==> src/rtl/uart_pkg.sv <==
// Shared constants and types for the UART transmit path.
package uart_pkg;

    localparam int BYTE_W               = 8;
    localparam int UART_FRAME_BITS      = 11;
    localparam int DEFAULT_FRAME_CYCLES = 9600;

    typedef enum logic [1:0] {
        IDLE,
        SEND,
        GAP
    } sender_state_e;

endpackage

==> src/rtl/sync_fifo.sv <==
// Single-clock FIFO with registered level and combinational head read.
module sync_fifo #(
    parameter int WIDTH = 8,
    parameter int DEPTH = 16,
    parameter int LVL_W = $clog2(DEPTH) + 1
) (
    input  logic             clk,
    input  logic             rst_n,
    input  logic             flush,
    input  logic             push,
    input  logic [WIDTH-1:0] push_data,
    input  logic             pop,
    output logic [WIDTH-1:0] pop_data,
    output logic             full,
    output logic             empty,
    output logic [LVL_W-1:0] level
);

    localparam int ADDR_W = $clog2(DEPTH);

    logic [WIDTH-1:0]  mem [DEPTH];
    logic [ADDR_W-1:0] wr_ptr_reg;
    logic [ADDR_W-1:0] rd_ptr_reg;
    logic [LVL_W-1:0]  level_reg;
    logic              do_push;
    logic              do_pop;

    assign full     = (level_reg == LVL_W'(DEPTH));
    assign empty    = (level_reg == '0);
    assign level    = level_reg;
    assign pop_data = mem[rd_ptr_reg];
    // Flush wins over both ports so a discarded FIFO never leaks a byte.
    assign do_push  = push && !full && !flush;
    assign do_pop   = pop && !empty && !flush;

    always_ff @(posedge clk or negedge rst_n) begin
        if (!rst_n) begin
            wr_ptr_reg <= '0;
            rd_ptr_reg <= '0;
            level_reg  <= '0;
        end else if (flush) begin
            wr_ptr_reg <= '0;
            rd_ptr_reg <= '0;
            level_reg  <= '0;
        end else begin
            if (do_push) wr_ptr_reg <= wr_ptr_reg + 1'b1;
            if (do_pop)  rd_ptr_reg <= rd_ptr_reg + 1'b1;
            if (do_push && !do_pop)
                level_reg <= level_reg + 1'b1;
            else if (do_pop && !do_push)
                level_reg <= level_reg - 1'b1;
        end
    end

    always_ff @(posedge clk) begin
        if (do_push) mem[wr_ptr_reg] <= push_data;
    end

endmodule

==> src/rtl/uart_tx_sched.sv <==
// Round-robin byte scheduler feeding a UART that has no busy flag; this block
// spaces write strobes by FRAME_CYCLES so a frame is never overwritten.
module uart_tx_sched
    import uart_pkg::*;
#(
    parameter int NUM_REQ      = 2,
    parameter int FIFO_DEPTH   = 16,
    parameter int FRAME_CYCLES = DEFAULT_FRAME_CYCLES,
    parameter int LVL_W        = $clog2(FIFO_DEPTH) + 1
) (
    input  logic                      sys_clk_i,
    input  logic                      sys_rstn_i,
    input  logic [NUM_REQ-1:0]        req_valid_i,
    input  logic [BYTE_W*NUM_REQ-1:0] req_data_i,
    output logic [NUM_REQ-1:0]        req_ready_o,
    input  logic                      flush_i,
    output logic                      uart_wr_o,
    output logic [BYTE_W-1:0]         uart_dat_o,
    output logic [LVL_W-1:0]          fifo_level_o,
    output logic                      busy_o
);

    localparam int PTR_W = (NUM_REQ > 1) ? $clog2(NUM_REQ) : 1;
    localparam int CNT_W = $clog2(FRAME_CYCLES);
    localparam logic [CNT_W-1:0] GAP_LOAD = CNT_W'(FRAME_CYCLES - 2);

    logic [PTR_W-1:0]  rr_ptr_reg;
    logic [PTR_W-1:0]  grant_idx;
    logic              grant_found;
    logic              grant_en;
    logic [BYTE_W-1:0] push_data;

    logic              fifo_full;
    logic              fifo_empty;
    logic [LVL_W-1:0]  fifo_level;
    logic [BYTE_W-1:0] fifo_head;

    sender_state_e     state_reg;
    sender_state_e     state_next;
    logic [CNT_W-1:0]  gap_cnt_reg;
    logic [CNT_W-1:0]  gap_cnt_next;
    logic [BYTE_W-1:0] dat_reg;
    logic              pop;
    logic              can_pop;

    // First valid client at or after the pointer, wrapping around.
    always_comb begin
        grant_found = 1'b0;
        grant_idx   = '0;
        for (int k = 0; k < NUM_REQ; k++) begin
            if (!grant_found && req_valid_i[(int'(rr_ptr_reg) + k) % NUM_REQ]) begin
                grant_found = 1'b1;
                grant_idx   = PTR_W'((int'(rr_ptr_reg) + k) % NUM_REQ);
            end
        end
    end

    // Fullness is the registered flag, so a same-cycle pop never frees a slot.
    assign grant_en  = grant_found && !fifo_full && !flush_i && sys_rstn_i;
    assign push_data = req_data_i[grant_idx*BYTE_W +: BYTE_W];

    generate
        for (genvar gi = 0; gi < NUM_REQ; gi++) begin : g_ready
            assign req_ready_o[gi] = grant_en && (grant_idx == PTR_W'(gi));
        end
    endgenerate

    always_ff @(posedge sys_clk_i or negedge sys_rstn_i) begin
        if (!sys_rstn_i)
            rr_ptr_reg <= '0;
        else if (grant_en)
            rr_ptr_reg <= (int'(grant_idx) == NUM_REQ - 1) ? '0 : grant_idx + 1'b1;
    end

    sync_fifo #(
        .WIDTH (BYTE_W),
        .DEPTH (FIFO_DEPTH),
        .LVL_W (LVL_W)
    ) u_fifo (
        .clk       (sys_clk_i),
        .rst_n     (sys_rstn_i),
        .flush     (flush_i),
        .push      (grant_en),
        .push_data (push_data),
        .pop       (pop),
        .pop_data  (fifo_head),
        .full      (fifo_full),
        .empty     (fifo_empty),
        .level     (fifo_level)
    );

    assign can_pop = !fifo_empty && !flush_i;

    // Gap counter spans the rest of the frame after the SEND cycle.
    always_comb begin
        state_next   = state_reg;
        gap_cnt_next = gap_cnt_reg;
        pop          = 1'b0;
        case (state_reg)
            IDLE: begin
                if (can_pop) begin
                    pop        = 1'b1;
                    state_next = SEND;
                end
            end
            SEND: begin
                gap_cnt_next = GAP_LOAD;
                state_next   = GAP;
            end
            GAP: begin
                if (gap_cnt_reg == '0) begin
                    if (can_pop) begin
                        pop        = 1'b1;
                        state_next = SEND;
                    end else begin
                        state_next = IDLE;
                    end
                end else begin
                    gap_cnt_next = gap_cnt_reg - 1'b1;
                end
            end
            default: state_next = IDLE;
        endcase
    end

    always_ff @(posedge sys_clk_i or negedge sys_rstn_i) begin
        if (!sys_rstn_i) begin
            state_reg   <= IDLE;
            gap_cnt_reg <= '0;
            dat_reg     <= '0;
        end else begin
            state_reg   <= state_next;
            gap_cnt_reg <= gap_cnt_next;
            if (pop) dat_reg <= fifo_head;
        end
    end

    assign uart_wr_o    = (state_reg == SEND);
    assign uart_dat_o   = dat_reg;
    assign fifo_level_o = fifo_level;
    assign busy_o       = (state_reg != IDLE) || !fifo_empty;

endmodule
==> config.mk <==
export PLATFORM = sky130hd
export DESIGN_NAME = uart_tx_sched
export DESIGN_NICKNAME = d
export VERILOG_FILES = /design/src/rtl/uart_pkg.sv /design/src/rtl/sync_fifo.sv /design/src/rtl/uart_tx_sched.sv
export SDC_FILE = /design/constraint.sdc
export NUM_CORES = 1
export LEC_CHECK = 0
export BUFFER_PORTS_ARGS = -buffer_cell sky130_fd_sc_hd__buf_2
export CORE_UTILIZATION = 57
export CTS_BUF_LIST = sky130_fd_sc_hd__clkbuf_4
export DETAILED_ROUTE_END_ITERATION = 12
export GPL_ROUTABILITY_DRIVEN = 0
export PLACE_DENSITY = 0.78
export SYNTH_ARGS = -nofsm -noshare
export SYNTH_HDL_FRONTEND = slang
export SYNTH_HIERARCHICAL = 1
export SYNTH_SLANG_ARGS = --single-unit
==> constraint.sdc <==
create_clock -name sys_clk_i -period 2.87 [get_ports sys_clk_i]
set_clock_uncertainty 0.05 [all_clocks]
set_input_delay 0.1435 -clock sys_clk_i [delete_from_list [all_inputs] [get_ports sys_clk_i]]
set_output_delay 0.1435 -clock sys_clk_i [all_outputs]
set_load 0.03 [all_outputs]
==> results.md <==
* Average size of a mapped cell at 14.8 um^2
* Top Family by Delay on Critical Path: simple AND/OR/NAND/NOR gates
* Drc violations at 0
* Number of antenna violations at the first check in global routing at 0
* Number of enable flip-flop cells after synthesis at 128
* Primary flip-flop cell chosen by synthesis mapping: sky130_fd_sc_hd__edfxtp_1
* Crit-path max FO at 6
* Relative contribution of sequential cells to total power at 45.5%
* Post-synthesis cell type count at 62
* Fraction of synthesized cell area taken by the top area cell type at 52.4%
* Number of synthesis warnings at 6
* Vias in the first global route at 4494
* Syn Nets at 530
* Number of I/O pins at 38
* Cell count after synthesis at 497
* Filler cells at 875
* Switching share of power at 34.0%
* Logic gate share of total power at 31.9%
* Highest-count cells in the layout ignoring fill and taps: 128 x sky130_fd_sc_hd__edfxtp_1, 37 x sky130_fd_sc_hd__buf_2, 37 x sky130_fd_sc_hd__mux2i_1
* Register area share after synthesis at 65.3%
* Slew at the pin closest to its max-slew limit at 0.748 ns
* Max FFs per register at 128
* Port-buffer cells at 37
* Wire length reported by the detailed router at 13800 um
* Startpoint of the tightest hold check path: req_data_i[13]
* Minimum clock period at 2.68 ns
* First-pass GRT wire length at 22900 um
* Internal Power at 4.31 mW
* Main area contributors after synthesis: sky130_fd_sc_hd__edfxtp_1 52%, sky130_fd_sc_hd__dfrtp_1 13%, sky130_fd_sc_hd__mux2i_1 5.0%
* Height of the chip at 115 um
* Std cell rows at 41
* Total via count in the routed design at 4400
* Clock net sink count at 166
* Slowest cell on crit path: sky130_fd_sc_hd__or4_1
* Worst vdd ir at 593 uV
* Critical Setup Path Class: flop to flop
* Worst setup path start: u_fifo/level[1]$_DFFE_PN0P_
* Final period utilization at 93.4%
* Clock buffer depth at 2
* Global-route usage over all layers at 23.3%
* Relative slew slack at 49.8%
* Post-detailed-route via-to-cell ratio at 5.98
* Maximum number of pins on one net before global-route repair at 52
* Detailed Route Iter0 Violations at 388
* CTS tree: yes
* Net total in the final layout at 584
* Fin util at 65.1%
* Post-DP HPWL at 9460 um
* WP data required at 3.26 ns
* Cell type with the highest aggregate area in the netlist: sky130_fd_sc_hd__edfxtp_1
* Ant diodes at 0
* Static leakage at 2.85 nW
* Die width at 115 um
* Fraction of final layout cells with drive strength greater than 1 at 25.5%
* Root buffer selected by CTS: sky130_fd_sc_hd__clkbuf_4
* Flip-flop and latch count after synthesis at 166
* Unrepaired setup endpoints after global routing: yes
* Initial core utilization at 58.4%
* Reported max-cap violation count at 0
* Post-route antenna net violation count at 0
* Area used by sequential logic in the layout at 4800 um^2
* Setup Viol. Count Final at 0
* Largest incremental delay on the critical path at 0.61 ns
* Combined area of the multi-input logic cells at 2390 um^2
* Pins Over Slew Limit at 0
* Buf+Inv Stages, Crit Path at 1
* Routed WL per cell at 18.7 um
* Share of async-settable or async-resettable flops after synthesis at 22.9%
* Area added between synthesis and finish at 11.5%
* Critical path startpoint category: flop
* Netlist area before placement at 7340 um^2
* Worst path cell trace: or4_1 -> nor2_4 -> nor3_1 -> nand2_2 -> inv_2 -> o21ai_4 -> nand2_2 -> fa_2 -> a21o_1 -> a21o_1 -> mux2i_1 -> nand3_1
* Fraction of power consumed by the clock network at 22.6%
* Core area at 12600 um^2
* Reg-to-reg critical path startpoint: u_fifo/level[1]$_DFFE_PN0P_
* Pwr/cell area at 797 nW/um^2
* Worst slack on hold paths at 0.113 ns
* Most common cell after layout, fill and taps aside: sky130_fd_sc_hd__edfxtp_1
* Latest clock arrival within the worst-skew pair at 0.54 ns
* Capturing element type of the critical path: flop
* CP Data Arrival Time at 3.07 ns
* Maximum clock frequency at 373 MHz
* Clock transition at path regs at 0.14 ns
* H-tree lvl count at 4
* Class of the most critical hold timing path: input pin to flop
* Run status: completed
* Total grt overflow at 0
* Die Footprint at 13300 um^2
* Final number of hold-violating endpoints at 0
* Inserted Clock Buffers at 17
* Detailed-router iteration count before antenna repair at 5
* Switching power at 2.22 mW
[power groups by stage]
stage / Combinational (mW) / Sequential (mW) / Clock [mW]
5_1_grt: 2.28 / 3.00 / 1.59
3_3_place_gp: 2.01 / 3.00 / 0
2_1_floorplan: 1.41 / 3.17 / 0
3_5_place_dp: 2.06 / 3.02 / 0
4_1_cts: 2.07 / 2.97 / 1.50
6_report: 2.08 / 2.97 / 1.47
[metrics by stage]
step	std cells	power, mW	setup slack, ns	TNS [ns]	area (um^2)
6_report	736	6.52	0.191	0	8190
5_1_grt	736	6.87	-0.0357	-0.0357	8190
4_1_cts	734	6.54	0.0632	0	8160
3_5_place_dp	699	5.08	0.0993	0	7800
3_3_place_gp	699	5.02	0.178	0	7800
2_1_floorplan	497	4.58	-0.0824	-0.0824	7390
[Yosys cell counts (5+ instances only)]
library cell / instances
sky130_fd_sc_hd__xnor2_1: 5
sky130_fd_sc_hd__nor4_1: 7
sky130_fd_sc_hd__o21ai_0: 14
sky130_fd_sc_hd__nand2b_1: 6
sky130_fd_sc_hd__nor2_1: 31
sky130_fd_sc_hd__nand3_1: 7
sky130_fd_sc_hd__mux2i_1: 37
sky130_fd_sc_hd__inv_1: 17
sky130_fd_sc_hd__a22oi_1: 8
sky130_fd_sc_hd__mux4_2: 16
sky130_fd_sc_hd__ha_1: 11
sky130_fd_sc_hd__a221oi_1: 16
sky130_fd_sc_hd__mux2_2: 16
sky130_fd_sc_hd__buf_2: 13
sky130_fd_sc_hd__nor3_1: 11
sky130_fd_sc_hd__edfxtp_1: 128
sky130_fd_sc_hd__clkbuf_1: 11
sky130_fd_sc_hd__a21oi_1: 7
sky130_fd_sc_hd__nand2_1: 29
sky130_fd_sc_hd__dfrtp_1: 38
[what timing repair did]
item | 4_1_cts | 5_1_grt
gates resized for setup | 0 | 5
hold buffers | 3 | 0
buffers inserted | 0 | 2
hold endpoints to repair | 47 | 0
endpoints found under the setup margin | 0 | 100
[metal layers]
metal / global-route usage, % / share of wire, % / up-vias
met3: 4.60 / 5.7 / 18
met2: 37.1 / 49 / 143
met4: 9.09 / 1.7 / 0
li1: - / - / 2038
met5: 0 / 0 / -
met1: 32.0 / 43 / 2201
[kinds of logic (layout without fill, tap and decap cells)]
family	count (synthesis)	count (layout)	share of synthesized area, %
XOR/XNOR	9	9	1.07
buffers and inverters	44	111	2.62
flip-flops	166	166	65.3
adder cells (fa/ha/maj)	12	12	2.15
AND/OR/NAND/NOR	118	118	8.40
AO/OA/AOI/OAI	77	77	7.69
multiplexers	71	71	12.8
[path summary, 6_finish.rpt]
check	depth (start not counted)	end	slack, ns
max	12	u_fifo/level[4]$_DFFE_PN0P_	0.19
min	2	u_fifo/mem[9][5]$_DFFE_PP_	0.11
max reg2reg	12	u_fifo/level[4]$_DFFE_PN0P_	0.19
min reg2reg	1	uart_dat_o[6]$_DFFE_PN0P_	0.46
max in group asynchronous	3	u_fifo/rd_ptr_reg[0]$_DFFE_PN0P_	2.22
min in group asynchronous	3	rr_ptr_reg$_DFFE_PN0P_	0.16
[cell type report]
class	instances	share of cell area, %
clock buffers	17	1.56
clock inverters	15	2.37
inverters	18	0.825
multi-input cells	287	29.2
flip-flops and latches	166	58.6
well taps	172	2.63
repair buffers	61	4.74
Power figures use the tool's default switching activity.
